### src/rtl/fp_mul_param_if.sv
// rtl/fp_mul_param_if.sv - request/result bundle for the fp_mul_param multiplier
//
// Purpose: groups the start request, the two operands and the registered result
// with its status flags, so requester and multiplier connect through one port.
//
// Signals:
//   start_i      requester -> multiplier  request a multiplication (sampled in IDLE)
//   a_i, b_i     requester -> multiplier  operands {sign, exp, frac}, W bits each
//   busy_o       multiplier -> requester  high whenever the multiplier is not IDLE
//   done_o       multiplier -> requester  one-cycle pulse, result valid
//   product_o    multiplier -> requester  registered result word
//   nan_o, infinit_o, overflow_o, underflow_o, inexact_o
//                multiplier -> requester  registered status flags
//
// Modports: master (requester side), slave (multiplier side).
interface fp_mul_param_if #(
    parameter int EXP_W = 8,
    parameter int MAN_W = 23
);
    localparam int W = 1 + EXP_W + MAN_W;

    logic         start_i;
    logic [W-1:0] a_i;
    logic [W-1:0] b_i;
    logic         busy_o;
    logic         done_o;
    logic [W-1:0] product_o;
    logic         nan_o;
    logic         infinit_o;
    logic         overflow_o;
    logic         underflow_o;
    logic         inexact_o;

    modport master (
        output start_i, a_i, b_i,
        input  busy_o, done_o, product_o,
        input  nan_o, infinit_o, overflow_o, underflow_o, inexact_o
    );

    modport slave (
        input  start_i, a_i, b_i,
        output busy_o, done_o, product_o,
        output nan_o, infinit_o, overflow_o, underflow_o, inexact_o
    );
endinterface

### src/rtl/fp_mul_param.sv
// rtl/fp_mul_param.sv - multi-cycle parameterised IEEE-754-style floating point multiplier
//
// Purpose: multiplies two {sign, exp, frac} operands over a fixed five-state
// sequence IDLE -> UNPACK -> MULT -> NORM -> DONE. Subnormal inputs are read as
// signed zero and subnormal results are flushed to zero.
//
// Ports:
//   clk    single clock, rising edge
//   rst    asynchronous, active-high reset
//   bus    fp_mul_param_if.slave: start_i, a_i, b_i in; busy_o, done_o,
//          product_o and nan_o/infinit_o/overflow_o/underflow_o/inexact_o out
//
// Parameters: EXP_W exponent width (>= 4), MAN_W stored fraction width (>= 4).
//
// Compile-time option: define FP_MUL_ROUND_EN for round-to-nearest-even;
// otherwise the result is truncated. Latency and flags are the same either way.
module fp_mul_param #(
    parameter int EXP_W = 8,
    parameter int MAN_W = 23
) (
    input  logic           clk,
    input  logic           rst,
    fp_mul_param_if.slave  bus
);
    localparam int W  = 1 + EXP_W + MAN_W;
    localparam int XW = EXP_W + 2;        // signed working exponent width
    localparam int PW = 2 * MAN_W + 2;    // full significand product width

    localparam logic signed [XW-1:0] BIAS    = XW'((1 << (EXP_W - 1)) - 1);
    localparam logic signed [XW-1:0] EXP_MAX = XW'((1 << EXP_W) - 1);
    localparam logic [EXP_W-1:0]     EXP_ONES = '1;
    localparam logic [W-1:0]         QNAN     = {1'b0, EXP_ONES, 1'b1, {(MAN_W-1){1'b0}}};

    typedef enum logic [2:0] {
        S_IDLE,
        S_UNPACK,
        S_MULT,
        S_NORM,
        S_DONE
    } state_t;

    state_t state_q;
    state_t state_d;

    // Operands captured at acceptance so later input changes cannot leak in.
    logic [W-1:0]           a_r;
    logic [W-1:0]           b_r;

    // UNPACK results
    logic                   sign_r;
    logic signed [XW-1:0]   exp_r;
    logic [MAN_W:0]         ma_r;
    logic [MAN_W:0]         mb_r;
    logic                   cls_nan_r;
    logic                   cls_inf_r;
    logic                   cls_zero_r;

    // MULT result
    logic [PW-1:0]          prod_r;

    // Registered outputs
    logic [W-1:0]           product_q;
    logic                   nan_q;
    logic                   inf_q;
    logic                   ovf_q;
    logic                   unf_q;
    logic                   inx_q;

    //------------------------------------------------------------------
    // FSM
    //------------------------------------------------------------------
    always_ff @(posedge clk or posedge rst) begin
        if (rst) begin
            state_q <= S_IDLE;
        end else begin
            state_q <= state_d;
        end
    end

    always_comb begin
        state_d = state_q;
        case (state_q)
            S_IDLE:   if (bus.start_i) state_d = S_UNPACK;
            S_UNPACK: state_d = S_MULT;
            S_MULT:   state_d = S_NORM;
            S_NORM:   state_d = S_DONE;
            S_DONE:   state_d = S_IDLE;
            default:  state_d = S_IDLE;
        endcase
    end

    assign bus.busy_o = (state_q != S_IDLE);
    assign bus.done_o = (state_q == S_DONE);

    //------------------------------------------------------------------
    // UNPACK: classify operands and form sign / unbiased-sum exponent
    //------------------------------------------------------------------
    logic [EXP_W-1:0]       ea;
    logic [EXP_W-1:0]       eb;
    logic [MAN_W-1:0]       fa;
    logic [MAN_W-1:0]       fb;
    logic                   a_nan, a_inf, a_zero;
    logic                   b_nan, b_inf, b_zero;
    logic                   u_nan, u_inf, u_zero;
    logic signed [XW-1:0]   exp_sum;

    always_comb begin
        ea     = a_r[MAN_W +: EXP_W];
        eb     = b_r[MAN_W +: EXP_W];
        fa     = a_r[0 +: MAN_W];
        fb     = b_r[0 +: MAN_W];
        // An all-zero exponent covers both true zero and subnormals (DAZ).
        a_zero = ~|ea;
        b_zero = ~|eb;
        a_nan  = (&ea) & (|fa);
        b_nan  = (&eb) & (|fb);
        a_inf  = (&ea) & ~(|fa);
        b_inf  = (&eb) & ~(|fb);
        // Priority NaN > infinity > zero is resolved here so NORM only has
        // to look at one class bit at a time.
        u_nan  = a_nan | b_nan | (a_inf & b_zero) | (b_inf & a_zero);
        u_inf  = (a_inf | b_inf) & ~u_nan;
        u_zero = (a_zero | b_zero) & ~u_nan & ~u_inf;
        exp_sum = $signed({2'b00, ea}) + $signed({2'b00, eb}) - BIAS;
    end

    //------------------------------------------------------------------
    // NORM: normalise, round, detect range, select final word and flags
    //------------------------------------------------------------------
    logic [PW-1:0]          prod_sh;
    logic [MAN_W:0]         mant_n;
    logic                   guard;
    logic                   sticky;
    logic                   round_up;
    logic [MAN_W+1:0]       mant_rnd;
    logic                   rnd_carry;
    logic [MAN_W-1:0]       frac_f;
    logic signed [XW-1:0]   exp_n;
    logic signed [XW-1:0]   exp_f;
    logic [W-1:0]           res_word;
    logic                   res_nan, res_inf, res_ovf, res_unf, res_inx;

    always_comb begin
        // Product of two [1,2) significands lies in [1,4); when it reaches
        // 2 the MSB is set and the value is taken one position higher.
        prod_sh = prod_r[PW-1] ? prod_r : (prod_r << 1);
        exp_n   = exp_r + {{(XW-1){1'b0}}, prod_r[PW-1]};
        mant_n  = prod_sh[PW-1:MAN_W+1];
        guard   = prod_sh[MAN_W];
        sticky  = |prod_sh[MAN_W-1:0];
`ifdef FP_MUL_ROUND_EN
        round_up = guard & (sticky | mant_n[0]);
`else
        round_up = 1'b0;
`endif
        mant_rnd  = {1'b0, mant_n} + {{(MAN_W+1){1'b0}}, round_up};
        // A carry out of rounding leaves 10.00..0; the stored fraction is
        // then all zeros and the exponent moves up by one.
        rnd_carry = mant_rnd[MAN_W+1];
        frac_f    = rnd_carry ? mant_rnd[MAN_W:1] : mant_rnd[MAN_W-1:0];
        exp_f     = exp_n + {{(XW-1){1'b0}}, rnd_carry};

        res_word = '0;
        res_nan  = 1'b0;
        res_inf  = 1'b0;
        res_ovf  = 1'b0;
        res_unf  = 1'b0;
        res_inx  = 1'b0;

        if (cls_nan_r) begin
            res_word = QNAN;
            res_nan  = 1'b1;
        end else if (cls_inf_r) begin
            res_word = {sign_r, EXP_ONES, {MAN_W{1'b0}}};
            res_inf  = 1'b1;
        end else if (cls_zero_r) begin
            res_word = {sign_r, {(W-1){1'b0}}};
        end else if (exp_f >= EXP_MAX) begin
            res_word = {sign_r, EXP_ONES, {MAN_W{1'b0}}};
            res_ovf  = 1'b1;
            res_inx  = 1'b1;
        end else if (exp_f[XW-1] || (exp_f == '0)) begin
            res_word = {sign_r, {(W-1){1'b0}}};
            res_unf  = 1'b1;
            res_inx  = 1'b1;
        end else begin
            res_word = {sign_r, exp_f[EXP_W-1:0], frac_f};
            res_inx  = guard | sticky;
        end
    end

    //------------------------------------------------------------------
    // Datapath registers
    //------------------------------------------------------------------
    always_ff @(posedge clk or posedge rst) begin
        if (rst) begin
            a_r        <= '0;
            b_r        <= '0;
            sign_r     <= 1'b0;
            exp_r      <= '0;
            ma_r       <= '0;
            mb_r       <= '0;
            cls_nan_r  <= 1'b0;
            cls_inf_r  <= 1'b0;
            cls_zero_r <= 1'b0;
            prod_r     <= '0;
            product_q  <= '0;
            nan_q      <= 1'b0;
            inf_q      <= 1'b0;
            ovf_q      <= 1'b0;
            unf_q      <= 1'b0;
            inx_q      <= 1'b0;
        end else begin
            case (state_q)
                S_IDLE: begin
                    if (bus.start_i) begin
                        a_r <= bus.a_i;
                        b_r <= bus.b_i;
                    end
                end
                S_UNPACK: begin
                    sign_r     <= a_r[W-1] ^ b_r[W-1];
                    exp_r      <= exp_sum;
                    ma_r       <= {1'b1, fa};
                    mb_r       <= {1'b1, fb};
                    cls_nan_r  <= u_nan;
                    cls_inf_r  <= u_inf;
                    cls_zero_r <= u_zero;
                end
                S_MULT: begin
                    prod_r <= PW'(ma_r) * PW'(mb_r);
                end
                S_NORM: begin
                    product_q <= res_word;
                    nan_q     <= res_nan;
                    inf_q     <= res_inf;
                    ovf_q     <= res_ovf;
                    unf_q     <= res_unf;
                    inx_q     <= res_inx;
                end
                default: ;
            endcase
        end
    end

    assign bus.product_o   = product_q;
    assign bus.nan_o       = nan_q;
    assign bus.infinit_o   = inf_q;
    assign bus.overflow_o  = ovf_q;
    assign bus.underflow_o = unf_q;
    assign bus.inexact_o   = inx_q;
endmodule

### src/flat_wrapper.sv
// flat-port wrapper written by rule: the top's interface ports become plain ports
module fp_mul_param_flat 
#(
    parameter int EXP_W = 8,
    parameter int MAN_W = 23
)
  (clk, rst, bus_start_i, bus_a_i, bus_b_i, bus_busy_o, bus_done_o, bus_product_o, bus_nan_o, bus_infinit_o, bus_overflow_o, bus_underflow_o, bus_inexact_o);
  fp_mul_param_if #(.EXP_W(EXP_W), .MAN_W(MAN_W)) bus_i ();
  input  logic clk;
  input  logic rst;
  input wire logic [$bits(bus_i.start_i)-1:0] bus_start_i;
  input wire logic [$bits(bus_i.a_i)-1:0] bus_a_i;
  input wire logic [$bits(bus_i.b_i)-1:0] bus_b_i;
  output wire logic [$bits(bus_i.busy_o)-1:0] bus_busy_o;
  output wire logic [$bits(bus_i.done_o)-1:0] bus_done_o;
  output wire logic [$bits(bus_i.product_o)-1:0] bus_product_o;
  output wire logic [$bits(bus_i.nan_o)-1:0] bus_nan_o;
  output wire logic [$bits(bus_i.infinit_o)-1:0] bus_infinit_o;
  output wire logic [$bits(bus_i.overflow_o)-1:0] bus_overflow_o;
  output wire logic [$bits(bus_i.underflow_o)-1:0] bus_underflow_o;
  output wire logic [$bits(bus_i.inexact_o)-1:0] bus_inexact_o;
  assign bus_i.start_i = bus_start_i;
  assign bus_i.a_i = bus_a_i;
  assign bus_i.b_i = bus_b_i;
  assign bus_busy_o = bus_i.busy_o;
  assign bus_done_o = bus_i.done_o;
  assign bus_product_o = bus_i.product_o;
  assign bus_nan_o = bus_i.nan_o;
  assign bus_infinit_o = bus_i.infinit_o;
  assign bus_overflow_o = bus_i.overflow_o;
  assign bus_underflow_o = bus_i.underflow_o;
  assign bus_inexact_o = bus_i.inexact_o;
  fp_mul_param #(.EXP_W(EXP_W), .MAN_W(MAN_W)) u_core (.clk(clk), .rst(rst), .bus(bus_i));
endmodule
### config.mk
export PLATFORM = sky130hd
export DESIGN_NAME = fp_mul_param_flat
export DESIGN_NICKNAME = d
export VERILOG_FILES = /design/src/rtl/fp_mul_param_if.sv /design/src/rtl/fp_mul_param.sv /design/src/flat_wrapper.sv
export SDC_FILE = /design/constraint.sdc
export NUM_CORES = 2
export LEC_CHECK = 0
export ABC_CLOCK_PERIOD_IN_PS = 10100
export CAP_MARGIN = 10
export CORE_MARGIN = 2
export CORE_UTILIZATION = 50
export CTS_BUF_LIST = sky130_fd_sc_hd__clkbuf_8
export CTS_CLUSTER_DIAMETER = 50
export DETAILED_ROUTE_END_ITERATION = 16
export GPL_TIMING_DRIVEN = 0
export PLACE_DENSITY_LB_ADDON = 0.12
export SLEW_MARGIN = 25
export SYNTH_ARGS = -nofsm -noshare
export SYNTH_HDL_FRONTEND = slang
export SYNTH_SLANG_ARGS = --single-unit
### constraint.sdc
create_clock -name clk -period 10.1 [get_ports clk]
set_input_delay 1.515 -clock clk [delete_from_list [all_inputs] [get_ports clk]]
set_output_delay 1.515 -clock clk [all_outputs]
set_load 0.01 [all_outputs]
==> flow_metrics.env <==
export IMPL_crit_path_top_delay_cell="clkbuf_1"
export IMPL_tns_ps=0
export IMPL_hold_viol=0
export IMPL_post_cts_buffers=0
export IMPL_io_buffers=105
export IMPL_endpoint_kind="register"
export IMPL_cts_tree="built"
export IMPL_multi_input_area_sq_um=19900
export IMPL_crit_top_cell="fa_1"
export IMPL_hp_class="register to register"
export IMPL_crit_family="adder cells"
export IMPL_crit_arrival_ps=8860
export IMPL_clock_latency_ps=570
export IMPL_fill_cells=5051
export IMPL_synth_seq_area_share_pct=19.1
export IMPL_first_global_vias=22835
export IMPL_fp_dieH_um=240
export IMPL_rows=86
export IMPL_ys_ff_latch=213
export IMPL_cp_max_fo=10
export IMPL_area_growth_pct=10.4
export IMPL_synth_main_ff_cell="dfrtp_1"
export IMPL_drive_above_1_share_pct=4.72
export IMPL_critPathBufInv=6
export IMPL_routedWlPerCell_um=22.4
export IMPL_wl_um=88300
export IMPL_groute_usage_overall_pct=31.7
export IMPL_final_common_cell="nand2_1"
export IMPL_slew_headroom_pct=34.0
export IMPL_skew_ps=33.3
export IMPL_clock_path_buffers=3
export IMPL_route_detailed_drc=0
export IMPL_synth_edf_count=0
export IMPL_rsz0062_at_grt="no"
export IMPL_synth_distinct_cells=67
export IMPL_grt_max_degree=82
export IMPL_worst_pin_slew_ps=990
export IMPL_die_w_um=240
export IMPL_dp_hpwl_um=72600
export IMPL_numClockSinks=213
export IMPL_grt_overflow=0
export IMPL_cts_max_level=2
export IMPL_crit_chain="clkbuf_1 -> nand2_1 -> fa_1 -> inv_1 -> fa_1 -> inv_1 -> fa_1 -> inv_1 -> fa_1 -> fa_1 -> fa_1 -> inv_1 -> fa_1 -> inv_1 -> ha_1 -> and2_4 -> nand3_1 -> or3_1 -> a211oi_2 -> nor4_1 -> or3_1 -> a211o_1 -> nand3_1"
export IMPL_nNetsFinal=3908
export IMPL_status="complete, no violations"
export IMPL_async_reset_ff_share_pct=100
export IMPL_core_area_sq_um=55200
export IMPL_antenna_left=0
export IMPL_start_util_pct=50.6
export IMPL_syn_nets=3761
export IMPL_antenna_found_initial=4
export IMPL_fmax_ghz=0.120
export IMPL_dr_pass1_iters=7
export IMPL_setup_violations=0
export IMPL_routabilityCongestion=0.998
export IMPL_antenna_cells=0
export IMPL_final_cell_mix="nand2_1 (585), inv_1 (575), fa_1 (483)"
export IMPL_synth_area_per_cell_sq_um=9.23
export IMPL_clockRootBuffer="clkbuf_8"
export IMPL_worstSetupPathType="register to register"
export IMPL_syn_inst=3026
export IMPL_vias=21637
export IMPL_worstPathRequired_ps=10600
export IMPL_cts_resized_gates=0
export IMPL_yosysWarnings=0
export IMPL_cts_buffers=38
export IMPL_finish_utilization_pct=55.8
export IMPL_min_period_ps=8360
export IMPL_netlist_area_sq_um=27900
export IMPL_finalCritPeriodShare_pct=82.8
export IMPL_maxCapViolations=0
export IMPL_io_pins=106
export IMPL_dp_cells=3881
export IMPL_drt_iter0_drc=1395
export IMPL_layout_area_seq_sq_um=5330
export IMPL_vias_per_cell=5.48
export IMPL_cts_clk_slew_worst_paths_ps=60
export IMPL_stdcell_count=3948
export IMPL_report_final_slew_viol_count=0
export IMPL_die_area_sq_um=57700
export IMPL_max_stage_delay_ps=790
export IMPL_grt_pass1_wl_um=134000
export IMPL_ctsHoldBuffers=0
export IMPL_cp_start_kind="register"
worst min-delay path, cell delays in order (launching register included):
cell and delay [ps]:
dfrtp_1 340, nand2_1 50, nand2_1 50
cell families (layout without fill, tap and decap cells):
group / count (synthesis) / after routing / share of synthesized area [%]
adders and majority gates: 668 / 668 / 42.9
DFF: 213 / 213 / 19.1
and+or+nand+nor: 1032 / 1032 / 17.4
buffers and inverters: 712 / 886 / 9.61
xor gates and xnor gates: 59 / 59 / 1.85
muxes: 87 / 87 / 3.41
AOI/OAI and AO/OA: 255 / 255 / 5.70
cell type report:
| class | instances | share of cell area [%] |
|---|---|---|
| buffer | 145 | 1.79 |
| clock buffer | 47 | 2.10 |
| clock inverter | 20 | 0.666 |
| inverter | 567 | 6.93 |
| multi-input combinational | 2101 | 64.6 |
| sequential | 213 | 17.3 |
| tap | 748 | 3.04 |
| timing repair buffer | 107 | 3.59 |
cell usage after synthesis (3+ instances only):
cell type	n	area share, %
a211oi_1	6	0.16
a21o_1	21	0.56
a21oi_1	63	1.1
a31oi_1	6	0.13
and2_1	296	6.6
and3_1	6	0.13
buf_1	4	0.054
buf_2	5	0.090
clkbuf_1	134	1.8
dfrtp_1	213	19
fa_1	483	35
ha_1	185	8.3
inv_1	566	7.6
mux2_2	64	2.6
mux2i_1	23	0.82
nand2_1	585	7.9
nand2b_1	4	0.090
nand3_1	23	0.41
nand3b_1	4	0.11
nand4_1	13	0.29
nor2_1	47	0.63
nor2b_1	4	0.090
nor3_1	12	0.22
nor4_1	22	0.49
o211ai_1	4	0.11
o21a_1	11	0.30
o21ai_0	90	1.6
o21ai_1	5	0.090
o21bai_1	11	0.30
o31ai_1	9	0.24
or3_1	3	0.067
xnor2_1	38	1.2
xor2_1	21	0.66
metrics by stage:
stage | setup slack, ps | hold WS [ps] | area, sq um
after floorplan | 2760 | 439 | 27900
after global placement | 186 | 453 | 29900
after detailed placement | 1910 | 460 | 30000
after CTS | 1930 | 474 | 30800
after global routing | 1480 | 499 | 30800
final | 1740 | 471 | 30800
worst paths after layout:
kind | start | endpoint | slack (ps) | depth (start not counted)
setup / recovery | u_core.ma_r[19] | u_core.prod_r[47] | 1740 | 23
hold / removal | u_core.bus.infinit_o | u_core.bus.infinit_o | 470 | 2
setup reg to reg | u_core.ma_r[19] | u_core.prod_r[47] | 1740 | 23
hold reg to reg | u_core.bus.infinit_o | u_core.bus.infinit_o | 470 | 2
max in group asynchronous | rst | u_core.mb_r[14] | 7960 | 3
min in group asynchronous | rst | u_core.a_r[31] | 1370 | 2
state kept, by name (all words and copies together), names as in the netlist, 3 cells and up:
name / flops
u_core.bus.product_o: 32
u_core.a_r: 32
u_core.exp_r: 10
u_core.mb_r: 24
u_core.b_r: 32
u_core.prod_r: 48
u_core.state_q: 3
u_core.ma_r: 23
metal layers:
layer	share of wire, %	vias up	global-route usage, %
li1	-	9470	-
met1	40	11027	41.7
met2	46	896	51.4
met3	7.9	242	5.10
met4	5.8	2	15.7
met5	0.018	-	0
Power is left out: the tool's default activity adds up to more than one toggle a clock period on the data nets, which glitch-free logic cannot reach.
